$ cat src/rtl/pair_diff_pkg.sv
// Shared types and helpers for the pair difference channel.
// Contents: FSM state enum, default offset, saturating clip helper.
// The helper works on a fixed wide signed value, so any result width below MAX_W can use it.
package pair_diff_pkg;

  typedef enum logic {
    IDLE   = 1'b0,
    WAIT_B = 1'b1
  } state_t;

  localparam int unsigned DEF_OFFSET = 32'h0000_07F0;

  // Widest result the clip helper supports, and its internal signed width.
  localparam int MAX_W = 64;
  localparam int SW    = MAX_W + 2;

  // Clip a two's-complement value s to [0, 2^w-1].
  // Returns {clipped value, overflow}. Overflow sits in the LSB, so a caller
  // can truncate the result to (w+1) bits and get {value[w-1:0], ovf}.
  function automatic logic [MAX_W:0] sat_clip(input logic [SW-1:0] s, input int unsigned w);
    logic [SW-1:0]    lim;
    logic             neg;
    logic             big;
    logic [MAX_W-1:0] clip;
    lim = (SW'(1) << w) - SW'(1);
    neg = s[SW-1];
    big = !neg && (s > lim);
    if (neg)      clip = '0;
    else if (big) clip = lim[MAX_W-1:0];
    else          clip = s[MAX_W-1:0];
    return {clip, neg | big};
  endfunction

endpackage

$ cat src/rtl/pair_diff_arith.sv
// Two-stage subtract / offset / saturate pipeline for one A,B pair.
// Latency: launch at cycle N -> o_dval, out_data, o_ovf registered for cycle N+2.
// Backpressure: none; accepts a launch every cycle, results never cancelled.
// Ports: clk, rst (async active-low), vld/a/b/order launch, out_data/o_dval/o_ovf result.
module pair_diff_arith
  import pair_diff_pkg::*;
#(
  parameter int           W      = 20,
  parameter logic [W-1:0] OFFSET = W'(DEF_OFFSET),
  parameter bit           SAT    = 1'b1
) (
  input  logic         clk,
  input  logic         rst,
  input  logic         vld,
  input  logic [W-1:0] a,
  input  logic [W-1:0] b,
  input  logic         order,
  output logic [W-1:0] out_data,
  output logic         o_dval,
  output logic         o_ovf
);

  // Stage 1: signed (W+1)-bit difference.
  logic [W:0] raw;
  logic [W:0] raw_q;
  logic       vld_q;

  always_comb begin
    raw = order ? ({1'b0, a} - {1'b0, b}) : ({1'b0, b} - {1'b0, a});
  end

  always_ff @(posedge clk or negedge rst) begin
    if (!rst) begin
      raw_q <= '0;
      vld_q <= 1'b0;
    end else begin
      vld_q <= vld;
      if (vld) raw_q <= raw;
    end
  end

  // Stage 2: add offset in (W+2) bits, then clip or wrap.
  logic [W+1:0]  s;
  logic [SW-1:0] s_ext;
  logic [W-1:0]  clip;
  logic          ovf;
  logic [W-1:0]  dat_n;

  always_comb begin
    s            = {raw_q[W], raw_q} + {2'b00, OFFSET};
    s_ext        = {{(SW-W-2){s[W+1]}}, s};
    {clip, ovf}  = (W+1)'(sat_clip(s_ext, W));
    dat_n        = SAT ? clip : s[W-1:0];
  end

  always_ff @(posedge clk or negedge rst) begin
    if (!rst) begin
      out_data <= '0;
      o_dval   <= 1'b0;
      o_ovf    <= 1'b0;
    end else begin
      o_dval <= vld_q;
      // out_data/o_ovf hold between results.
      if (vld_q) begin
        out_data <= dat_n;
        o_ovf    <= ovf;
      end
    end
  end

endmodule

$ cat src/rtl/pair_diff_ch.sv
// Pairs the dval/mlt stream into (A,B) and emits one offset-corrected difference per pair.
// Latency: B's dval at cycle N -> o_dval at cycle N+2; one pair per 2 cycles sustained.
// Backpressure: none; sync and orphan timeout drop A but never cancel results in flight.
// Ports: clk, rst (async active-low), dval/mlt/sync/order in; out_data/o_dval/o_ovf, pair_cnt/drop_cnt out.
module pair_diff_ch
  import pair_diff_pkg::*;
#(
  parameter int           W       = 20,
  parameter logic [W-1:0] OFFSET  = W'(DEF_OFFSET),
  parameter bit           SAT     = 1'b1,
  parameter int           TIMEOUT = 1024,
  parameter int           CNT_W   = 8
) (
  input  logic             clk,
  input  logic             rst,
  input  logic             dval,
  input  logic [W-1:0]     mlt,
  input  logic             sync,
  input  logic             order,
  output logic [W-1:0]     out_data,
  output logic             o_dval,
  output logic             o_ovf,
  output logic [CNT_W-1:0] pair_cnt,
  output logic [CNT_W-1:0] drop_cnt
);

  state_t       state, state_n;
  logic [W-1:0] a_q;
  logic         cap_a;
  logic         launch;
  logic         drop;
  logic         tmo_hit;

  // Next-state and event decode. sync wins over everything; a dval on the
  // timeout cycle completes the pair because dval is tested before tmo_hit.
  always_comb begin
    state_n = state;
    cap_a   = 1'b0;
    launch  = 1'b0;
    drop    = 1'b0;
    case (state)
      IDLE: begin
        if (dval) begin
          cap_a   = 1'b1;
          state_n = WAIT_B;
        end
      end
      WAIT_B: begin
        if (sync) begin
          drop = 1'b1;
          if (dval) begin
            cap_a   = 1'b1;
            state_n = WAIT_B;
          end else begin
            state_n = IDLE;
          end
        end else if (dval) begin
          launch  = 1'b1;
          state_n = IDLE;
        end else if (tmo_hit) begin
          drop    = 1'b1;
          state_n = IDLE;
        end
      end
      default: state_n = IDLE;
    endcase
  end

  always_ff @(posedge clk or negedge rst) begin
    if (!rst) begin
      state    <= IDLE;
      a_q      <= '0;
      pair_cnt <= '0;
      drop_cnt <= '0;
    end else begin
      state <= state_n;
      if (cap_a)  a_q      <= mlt;
      if (launch) pair_cnt <= pair_cnt + CNT_W'(1);
      if (drop)   drop_cnt <= drop_cnt + CNT_W'(1);
    end
  end

  // Orphan timer: counts idle WAIT_B cycles since A. It reads TIMEOUT-1 on
  // the TIMEOUT-th cycle after A, which is the cycle A gets discarded.
  generate
    if (TIMEOUT > 0) begin : g_tmr
      localparam int TW = $clog2(TIMEOUT + 1);
      logic [TW-1:0] timer;

      always_ff @(posedge clk or negedge rst) begin
        if (!rst)                 timer <= '0;
        else if (cap_a)           timer <= '0;
        else if (state == WAIT_B) timer <= timer + TW'(1);
      end

      assign tmo_hit = (timer == TW'(TIMEOUT - 1));
    end else begin : g_no_tmr
      assign tmo_hit = 1'b0;
    end
  endgenerate

  pair_diff_arith #(
    .W      (W),
    .OFFSET (OFFSET),
    .SAT    (SAT)
  ) u_arith (
    .clk      (clk),
    .rst      (rst),
    .vld      (launch),
    .a        (a_q),
    .b        (mlt),
    .order    (order),
    .out_data (out_data),
    .o_dval   (o_dval),
    .o_ovf    (o_ovf)
  );

endmodule

$ cat config.mk
export PLATFORM = sky130hd
export DESIGN_NAME = pair_diff_ch
export DESIGN_NICKNAME = d
export VERILOG_FILES = /design/src/rtl/pair_diff_pkg.sv /design/src/rtl/pair_diff_arith.sv /design/src/rtl/pair_diff_ch.sv
export SDC_FILE = /design/constraint.sdc
export NUM_CORES = 1
export LEC_CHECK = 0
export ABC_AREA = 1
export CORE_AREA = 5 5 117 130
export DETAILED_ROUTE_END_ITERATION = 7
export DIE_AREA = 0 0 122 135
export PLACE_DENSITY = 0.77
export SLEW_MARGIN = 20
export SYNTH_ARGS = -nofsm -noshare
export SYNTH_HDL_FRONTEND = slang
export SYNTH_HIERARCHICAL = 1
export SYNTH_SLANG_ARGS = --single-unit
$ cat constraint.sdc
create_clock -name clk -period 1.8 [get_ports clk]
set_clock_uncertainty 0.05 [all_clocks]
set_input_delay 0.45 -clock clk [delete_from_list [all_inputs] [get_ports clk]]
set_output_delay 0.45 -clock clk [all_outputs]
set_load 0.01 [all_outputs]
==> impl_results.md <==
* TritonCTS buffer count at 9
* Crit path max-delay cell type: dfrtp_1
* Nets at between 1000 and 1500
* Tot GR Track Use at between 20 and 25%
* Share of the synthesized area in the top cell type at 34.1%
* Fin. Hold Viols at 0
* R2r endpoint: u_arith/raw_q[6]
* CP delay by family, top: adder cells
* Routed len/inst at between 10 and 15 um
* Syn_area_per_cell at 6.72 um2
* HP Start: u_arith/vld_q
* Library cells used by synthesis at 38
* CTS clk-pin slew, worst paths at approximately 0.070 ns
* Leading cell type in the layout, fill and taps excluded: nand2_1
* Int Power at 5950 uW
* DP Worst Slack at -0.795 ns
* Global-route wire length before repair at between 20000 and 30000 um
* Vias at roughly 7000
* Syn_nets at 1076
* Drt total wl at 19000 um
* IR drop worst, VDD at around 0.53 mV
* Placed cell areas at 0.00834 mm2
* #FFs+latches synth at 92
* Failing checks: negative setup slack
* Post-Layout Inst Area at around 0.0095 mm2
* Synth area leader: dfrtp_1
* Critical Path AT at roughly 2.3 ns
* Sequential Power Share at around 31%
* Area delta synth->final at 41.2%
* RR Startpoint: a_q[0]
* Worst Hold Depth at 0
* R2r setup slk at -0.22 ns
* Largest cells by area after synthesis: dfrtp_1 34%, nand2_1 23%, ha_1 8.2%, inv_1 7.5%, nor2_1 4.0%
* First-pass DRT Iterations at 5
* Gr ovfl total at 0
* Vias per cell at a little over 5
* Synth Cell Area at 0.00675 mm2
* CTS sink cnt at 92
* Hold WS at approximately 0.33 ns
* RSZ-0062 raised after global routing: true
* Sw Ratio at around 39%
* Tcrit/Tclk final at 112%
* DRC viols at 0
* Setup Crit Path Kind: flip-flop to flip-flop
* Worst path bufs/invs at 3
* Post-detailed-route count of antenna-violating nets at 0
* Layout cells sized above 1 at between 20% and 30%
* Largest net degree at the start of global routing at 53
* Critical Path RT at ~2.0 ns
* Fin util at a little over two thirds
* Cell chain of the critical path: inv_1 -> ha_2 -> fa_2 -> inv_2 -> nand2_2 -> nand3_4 -> buf_4 -> o21ai_1 -> or2_1 -> a31oi_1
* Lkg Pwr at slightly below 0.005 uW
* Setup crit end kind: flip-flop
* Synth warn at 6
* Seq/Total Area, Yosys at 34.1%
* Worst Tran Pin Value at between 0.3 and 0.4 ns
* Worst hold path type: flip-flop to flip-flop
* Critical Path Source Type: flip-flop
* Fraction of power consumed by combinational cells at roughly 47%
* Max Cap Violations at 0
* Cells after synthesis at approximately 1000
* CTS tree: yes
* Final setup violation count at 17
* H-tree levels at 3
* Final Worst Setup Slack at -0.217 ns
* Outcome: finished with violations
* Most frequent cells in the layout: 359 x nand2_1, 113 x inv_1, 108 x buf_4
* PD cells at slightly above 1000 mW/mm2
* Reg2Reg Depth at 10
* Rel. slew slack at 73.9%
* Root Driver: clkbuf_16
* Fin crit period at approximately 2.0 ns
* Worst skew pair latency at about 0.36 ns
* DIE WIDTH at ~120 um
* Initial Util at between 40% and 50%
* Share of power burned in the clock network at 22.2%
* Antenna violations before repair at 0
* DPL Wire Length at approximately 13000 um
* # IOs at 63
* Full die area at between 0.015 and 0.02 mm2
* N_diodes at 0
* Final Wtd Congestion at 0.912
* Final Max Tran Viols at 0
* Critical Path Max Stage Delay at 0.41 ns
* FMAX at 0.496 GHz
* Max FO, Critical Path at 3
* WHS Endpoint: u_arith/o_dval
* Core Box Area at 0.0137 mm2
* CTS Buffer Depth at 2
* DIE HEIGHT at 135 um
* Sw Pwr at approximately 3800 uW
* Port bufs at 62
* Row count at 45
* Vias in the first global route at ~6700
* Starting DRT DRC Count at approximately 440
* Final TNS setup at -1.34 ns
routing by layer:
layer | GRT usage [%] | wire (um) | vias to the layer above | share of wire [%]
met5 | 0 | 0 | - | 0
met4 | 9.71 | 640 | 0 | 3.4
met3 | 3.31 | 1200 | 54 | 6.3
met2 | 38.3 | 9340 | 258 | 49
met1 | 27.2 | 7820 | 3198 | 41
li1 | - | - | 3454 | -
layout make-up:
class | instances | area, um2
Clock buffer | 9 | 225
Clock inverter | 7 | 106
Fill cell | 1073 | 4140
Inverter | 140 | 539
Multi-Input combinational cell | 752 | 4610
Sequential cell | 92 | 2310
Tap cell | 188 | 235
Timing Repair Buffer | 178 | 1510
worst reg2reg max path: cells and delay by family (launching register included):
kind,cells,cell delay (ns)
flops,1,0.41
simple gates,3,0.41
fa+ha+maj,2,0.56
compound gates,2,0.22
buf+inv,3,0.28
how the worst max path moves through the flow:
stage,depth (start not counted),to,start,slack [ns]
floorplan,11,u_arith/raw_q[6],mlt[0],-0.04
global placement,13,u_arith/raw_q[17],mlt[7],-0.77
detailed placement,13,u_arith/raw_q[17],mlt[7],-0.80
CTS,14,u_arith/raw_q[14],a_q[0],-0.11
global route,10,u_arith/raw_q[6],a_q[0],-0.26
finish,10,u_arith/raw_q[6],a_q[0],-0.22
power groups by stage:
| stage | clock network [uW] | registers [uW] | logic [uW] |
|---|---|---|---|
| after floorplan | 0 | 3150 | 2020 |
| final | 2170 | 3050 | 4550 |
| after CTS | 2180 | 3030 | 4100 |
| after global placement | 0 | 3050 | 3740 |
| after detailed placement | 0 | 3080 | 3800 |
| after global routing | 2300 | 3130 | 4970 |
cells by family after synthesis:
group	synth area share, %
AO/OA/AOI/OAI	6.69
XOR/XNOR	3.63
buffers and inverters	9.84
AND/OR/NAND/NOR	37.0
adder cells (fa/ha/maj)	8.75
flip-flops	34.1
flip-flops by register name (all words and copies together), names as in the netlist:
name              count
a_q                  20
drop_cnt              8
g_tmr.timer          11
pair_cnt              8
state                 1
u_arith/o_dval        1
u_arith/o_ovf         1
u_arith/out_data     20
u_arith/raw_q        21
u_arith/vld_q         1
cells in the mapped netlist, drive strengths merged:
master,instances
a21o,1
a21oi,33
a22o,1
a31oi,2
buf,14
clkbuf,8
clkinv,1
dfrtp,92
fa,2
ha,44
inv,139
nand2,422
nand3,61
nand3b,4
nand4,14
nor2,81
nor3,8
nor4,1
o211ai,4
o21ai,39
o21bai,3
o22ai,1
or2,2
xnor2,11
xor2,17
timing repair:
action	in CTS	in global routing
hold buffers	1	0
buffers inserted	7	7
pin swaps	38	47
endpoints found under the setup margin	35	39
hold endpoints to repair	24	0
cloned	0	1
gates resized for setup	126	126
stage by stage:
step,power [uW],std cells
final,9760,1366
after global routing,10400,1366
after global placement,6790,1336
after floorplan,5170,1005
after detailed placement,6880,1336
after CTS,9310,1359
(Power assumes the default switching activity.)
